==> config.mk <==
export PLATFORM = sky130hd
export DESIGN_NAME = control_register_bank
export DESIGN_NICKNAME = d
export VERILOG_FILES = /design/src/rtl/control_register_bank.sv
export SDC_FILE = /design/constraint.sdc
export NUM_CORES = 1
export LEC_CHECK = 0
export ABC_CLOCK_PERIOD_IN_PS = 1900
export BUFFER_PORTS_ARGS = -buffer_cell sky130_fd_sc_hd__buf_2
export CORE_ASPECT_RATIO = 0.9
export CORE_MARGIN = 8
export CORE_UTILIZATION = 45
export DETAILED_ROUTE_END_ITERATION = 8
export PLACE_DENSITY_LB_ADDON = 0.08
export SLEW_MARGIN = 10
export SYNTH_ARGS = -nofsm -noshare
export SYNTH_HDL_FRONTEND = slang
export SYNTH_SLANG_ARGS = --single-unit
export TNS_END_PERCENT = 5
==> constraint.sdc <==
create_clock -name clk -period 1.9 [get_ports clk]
set_clock_uncertainty 0.1 [all_clocks]
set_input_delay 0.285 -clock clk [delete_from_list [all_inputs] [get_ports clk]]
set_output_delay 0.285 -clock clk [all_outputs]
set_load 0.03 [all_outputs]
==> src/rtl/control_register_bank.sv <==
// Double-buffered control register bank: the host writes shadow copies, and a commit edge
// moves the dirty shadows into the active registers that drive `control`.
module control_register_bank #(
    parameter int unsigned NUM_REGS = 8,
    parameter int unsigned DATA_WIDTH = 8,
    parameter int unsigned ADDR_WIDTH = $clog2(NUM_REGS),
    parameter logic [NUM_REGS*DATA_WIDTH-1:0] RESET_VALUE = '0,
    parameter logic [NUM_REGS*DATA_WIDTH-1:0] WRITABLE_MASK = '1,
    parameter logic [NUM_REGS*DATA_WIDTH-1:0] SELF_CLEAR_MASK = '0
) (
    input  logic                           clk,
    input  logic                           reset,
    input  logic                           write,
    input  logic [ADDR_WIDTH-1:0]          write_address,
    input  logic [DATA_WIDTH-1:0]          write_data,
    input  logic                           commit,
    input  logic                           read,
    input  logic [ADDR_WIDTH-1:0]          read_address,
    output logic [DATA_WIDTH-1:0]          read_data,
    output logic                           read_valid,
    output logic [NUM_REGS*DATA_WIDTH-1:0] control,
    output logic [NUM_REGS-1:0]            updated,
    output logic                           write_error
);

    typedef logic [DATA_WIDTH-1:0] word_t;

    word_t               wmask [NUM_REGS];
    word_t               scmask [NUM_REGS];
    word_t               rstval [NUM_REGS];
    word_t               shadow_q [NUM_REGS];
    word_t               shadow_d [NUM_REGS];
    word_t               active_q [NUM_REGS];
    word_t               active_d [NUM_REGS];
    logic [NUM_REGS-1:0] dirty_q;
    logic [NUM_REGS-1:0] dirty_d;
    logic [NUM_REGS-1:0] updated_d;
    word_t               read_data_d;
    logic                write_q;
    logic                commit_q;
    logic                write_edge;
    logic                commit_edge;
    logic                addr_ok;
    logic                write_error_d;

    // Per-register views of the packed parameter images, and the flattened active output.
    for (genvar g = 0; g < NUM_REGS; g++) begin : g_field
        assign wmask[g]  = WRITABLE_MASK[g*DATA_WIDTH +: DATA_WIDTH];
        assign scmask[g] = SELF_CLEAR_MASK[g*DATA_WIDTH +: DATA_WIDTH];
        assign rstval[g] = RESET_VALUE[g*DATA_WIDTH +: DATA_WIDTH]
                         & ~SELF_CLEAR_MASK[g*DATA_WIDTH +: DATA_WIDTH];
        assign control[g*DATA_WIDTH +: DATA_WIDTH] = active_q[g];
    end

    always_comb begin
        write_edge    = write & ~write_q;
        commit_edge   = commit & ~commit_q;
        addr_ok       = 32'(write_address) < NUM_REGS;
        write_error_d = write_edge & ~addr_ok;
        read_data_d   = '0;
        updated_d     = '0;
        dirty_d       = dirty_q;
        for (int i = 0; i < NUM_REGS; i++) begin
            shadow_d[i] = shadow_q[i];
            // Self-clear bits survive in active for only the cycle they were loaded.
            active_d[i] = active_q[i] & ~scmask[i];
            // Commit sees the shadow from before any same-cycle write.
            if (commit_edge && dirty_q[i]) begin
                active_d[i]  = shadow_q[i];
                shadow_d[i]  = shadow_q[i] & ~scmask[i];
                dirty_d[i]   = 1'b0;
                updated_d[i] = 1'b1;
            end
            if (write_edge && addr_ok && (write_address == ADDR_WIDTH'(i))) begin
                shadow_d[i] = (shadow_q[i] & ~wmask[i]) | (write_data & wmask[i]);
                dirty_d[i]  = 1'b1;
            end
        end
        // Reads return the post-edge active value; out-of-range addresses fall through to 0.
        for (int i = 0; i < NUM_REGS; i++) begin
            if (read_address == ADDR_WIDTH'(i)) begin
                read_data_d = active_d[i];
            end
        end
    end

    always_ff @(posedge clk) begin
        if (reset) begin
            for (int i = 0; i < NUM_REGS; i++) begin
                shadow_q[i] <= rstval[i];
                active_q[i] <= rstval[i];
            end
            dirty_q     <= '0;
            write_q     <= 1'b1;
            commit_q    <= 1'b1;
            read_data   <= '0;
            read_valid  <= 1'b0;
            updated     <= '0;
            write_error <= 1'b0;
        end else begin
            for (int i = 0; i < NUM_REGS; i++) begin
                shadow_q[i] <= shadow_d[i];
                active_q[i] <= active_d[i];
            end
            dirty_q     <= dirty_d;
            write_q     <= write;
            commit_q    <= commit;
            read_data   <= read ? read_data_d : '0;
            read_valid  <= read;
            updated     <= updated_d;
            write_error <= write_error_d;
        end
    end

endmodule

==> results.py <==
metrics = {
    "yosys": {
        "synth.top_cell.area_share_pct": 50.7,
        "synth_cell_types": 36,
        "synth-seq-cells": 155,
        "synth-edff-count": 0,
        "synth_largest_area_cell": "dfxtp_1",
        "synth_area_mm2": 0.00612,
        "yosysWarnings": 0,
        "synth_commonest_cells": "dfxtp_1, nor2_1, mux2i_1",
        "async_flop_share_pct": 0,
        "synth_most_common_cell": "dfxtp_1",
        "seq_area_frac_synth_pct": 50.7,
        "synth_area_leaders": "dfxtp_1, mux2i_1, nor2_1, a21oi_1, nand2_1",
        "synthesis.nets": 668,
        "synthCells": 649,
        "avgSynthCellArea_um2": 9.43,
        "ys_dominant_reg_cell": "dfxtp_1",
    },
    "grt": {
        "first_global_vias": 4903,
        "antenna_found_initial": 0,
        "grt_max_degree": 73,
        "grt_pass1_wl_um": 28300,
        "gr-total-overflow": 0,
        "grt_usage_pct": 21.0,
    },
    "sta": {
        "fin_crit_ns": 1.88,
        "slew_violations": 0,
        "worst_pin_slew_ns": 0.595,
        "rsz0062_at_grt": "yes",
        "setup_viol": 0,
        "relSlewSlack_pct": 60.3,
        "hold_violations": 0,
        "finalCritPeriodShare_pct": 98.7,
        "tns_ns": 0,
        "max_clock_freq_mhz": 533,
        "holdWs_ns": 0.159,
    },
    "worst_setup_path": {
        "critPathMaxStageDelay_ns": 0.33,
        "worst_path_max_delay_cell": "dfxtp_2",
        "cp-end-kind": "register",
        "critPathMaxFanout": 16,
        "r2r_setup_slack_ns": 0.02,
        "path_class": "reg2reg",
        "endpoint": "read_data[1]$_SDFF_PP0_",
        "reg2reg_to": "read_data[1]$_SDFF_PP0_",
        "required_ns": 2.08,
        "startpoint_type": "register",
        "r2r_cells": 7,
        "worstReg2RegStart": "commit_q$_SDFF_PP1_",
        "startpoint": "commit_q$_SDFF_PP1_",
        "critical_path.cell_chain": "buf_4, and3b_1, buf_12, mux2i_1, o21ai_0, a21oi_1, a221oi_1",
        "crit_arrival_ns": 2.05,
    },
    "die": {
        "fp.dieH_um": 127,
        "std_cell_rows": 40,
        "ios": 101,
        "dieWidth_um": 139,
        "core_area_mm2": 0.0133,
        "start_util_pct": 45.9,
        "dieArea_mm2": 0.0176,
    },
    "min_path": {
        "holdCritPathClass": "in2reg",
    },
    "routing": {
        "via_count": 5050,
        "via_per_inst": 5.41,
        "wl_um": 18600,
        "route.detailed.drc": 0,
        "drt-pass1-iter-count": 5,
        "ant_nets": 0,
        "wl_per_cell_um": 19.9,
        "drt_iter0_markers": 453,
    },
    "cells_and_area": {
        "antenna_cells": 0,
        "area_growth_pct": 24.4,
        "fin_nets": 772,
        "nFillCells": 1224,
        "layout-drive-gt1-share_pct": 24.6,
    },
    "clock_network": {
        "cts_sinks": 155,
        "clock-root-buffer": "clkbuf_16",
        "cts_buffer_depth": 2,
        "cts_tree": "done",
        "clock_latency_ns": 0.42,
        "htree_levels": 4,
        "path_clk_slew_ns": 0.06,
        "numCtsBuffers": 17,
    },
    "placed_design": {
        "port_buffers": 99,
        "finalWeightedCongestion": 0.866,
        "hpwl_um": 13400,
    },
    "outcome": {
        "outcome": "completed",
    },
    "pwr": {
        "power_density_mw_per_mm2": 946,
        "peakVddDrop_mv": 0.575,
        "cellLeakagePower_nw": 3.54,
    },
    "job": {
        "max_cap_viol_count": 0,
    },
}
-- layout make-up --
| class | instances | area (um^2) | share of cell area (%) |
|---|---|---|---|
| sequential | 155 | 3100 | 40.8 |
| clock inverter | 8 | 140 | 1.84 |
| clock buffer | 23 | 478 | 6.28 |
| multi-input combinational | 440 | 2800 | 36.8 |
| inverter | 1 | 3.75 | 0.0493 |
| timing repair buffer | 138 | 872 | 11.5 |
| tap | 168 | 210 | 2.76 |
-- report_power, final --
part           switching (W)  internal, W  total (W)
clock network        0.00128      0.00229    0.00357
registers          0.0000136      0.00327    0.00329
logic               0.000240     0.000108   0.000349
-- through the flow --
stage	util (%)	instance area, um^2	std cells	total power (W)	setup slack (ns)
6_report	57.2	7610	933	0.00720	0.0246
5_1_grt	57.2	7610	933	0.00740	-0.0226
4_1_cts	56.8	7560	933	0.00724	-0.00925
3_5_place_dp	51.9	6910	900	0.00369	-0.0726
3_3_place_gp	51.9	6910	900	0.00369	-0.0641
2_1_floorplan	-	6120	649	0.00355	0.334
-- cells by family after synthesis --
logic type / count (synthesis) / share of synthesized area [%]
buffers and inverters: 54 / 4.40
other: 1 / 0.0613
AND/OR/NAND/NOR: 215 / 16.1
flip-flops: 155 / 50.7
multiplexers: 112 / 18.3
AO/OA/AOI/OAI: 112 / 10.3
-- worst min-delay path by stage --
stage	startpoint	endpoint	slack, ns	depth (start not counted)
floorplan	write	write_q$_SDFF_PP1_	0.29	1
global placement	shadow_q[0][25]$_SDFFE_PP0P_	active_q[0][25]$_SDFF_PP0_	0.35	2
detailed placement	dirty_q[4]$_SDFFE_PP0P_	updated[4]$_SDFF_PP0_	0.35	2
CTS	reset	active_q[1][21]$_SDFF_PP0_	0.14	2
global route	reset	active_q[1][17]$_SDFF_PP0_	0.16	2
finish	reset	dirty_q[7]$_SDFFE_PP0P_	0.16	2
-- worst max-delay path, delay by kind of cell, from the launching register on --
| family | cells | cell delay, ns |
|---|---|---|
| AND/OR/NAND/NOR | 1 | 0.28 |
| buffers and inverters | 2 | 0.32 |
| flip-flops | 1 | 0.33 |
| AO/OA/AOI/OAI | 3 | 0.45 |
| multiplexers | 1 | 0.23 |
-- registers in the layout, summed over array words and instances (netlist names) --
| register | cells |
|---|---|
| active_q | 64 |
| commit_q | 1 |
| dirty_q | 8 |
| read_data | 8 |
| read_valid | 1 |
| shadow_q | 64 |
| updated | 8 |
| write_q | 1 |
-- what timing repair did --
action	CTS	global route
pin swaps	0	4
setup endpoints to repair	6	8
gates cloned	0	0
hold buffers	1	0
resized for setup	4	19
setup buffers	1	0
endpoints found under the hold margin	1	0
-- cells in the final DEF, fill, tap and decap left out, types with 3 or more instances in the layout --
| master | n |
|---|---|
| clkbuf_16 | 17 |
| clkinv_2 | 4 |
| buf_12 | 6 |
| and2_1 | 6 |
| nor2_1 | 129 |
| buf_4 | 32 |
| nand3b_1 | 8 |
| a221oi_1 | 5 |
| a221oi_2 | 3 |
| buf_2 | 98 |
| clkbuf_8 | 3 |
| nand2_1 | 43 |
| a21oi_2 | 6 |
| bufinv_16 | 4 |
| dfxtp_1 | 154 |
| o21ai_1 | 10 |
| and4b_1 | 8 |
| o21ai_0 | 22 |
| and3b_1 | 3 |
| a21oi_1 | 50 |
| o22ai_1 | 7 |
| mux2i_1 | 108 |
| clkbuf_1 | 3 |
| a211oi_1 | 8 |
| nand2b_1 | 3 |
| mux2i_2 | 3 |
-- metal layers --
| metal | GRT usage, % | up-vias | wire length [um] | part of all wire (%) |
|---|---|---|---|---|
| li1 | - | 2427 | - | - |
| met1 | 27.6 | 2439 | 8670 | 47 |
| met2 | 32.8 | 160 | 8470 | 46 |
| met3 | 5.17 | 24 | 1100 | 5.9 |
| met4 | 7.74 | 0 | 368 | 2.0 |
| met5 | 0 | - | 0 | 0 |
(Power assumes the default switching activity.)
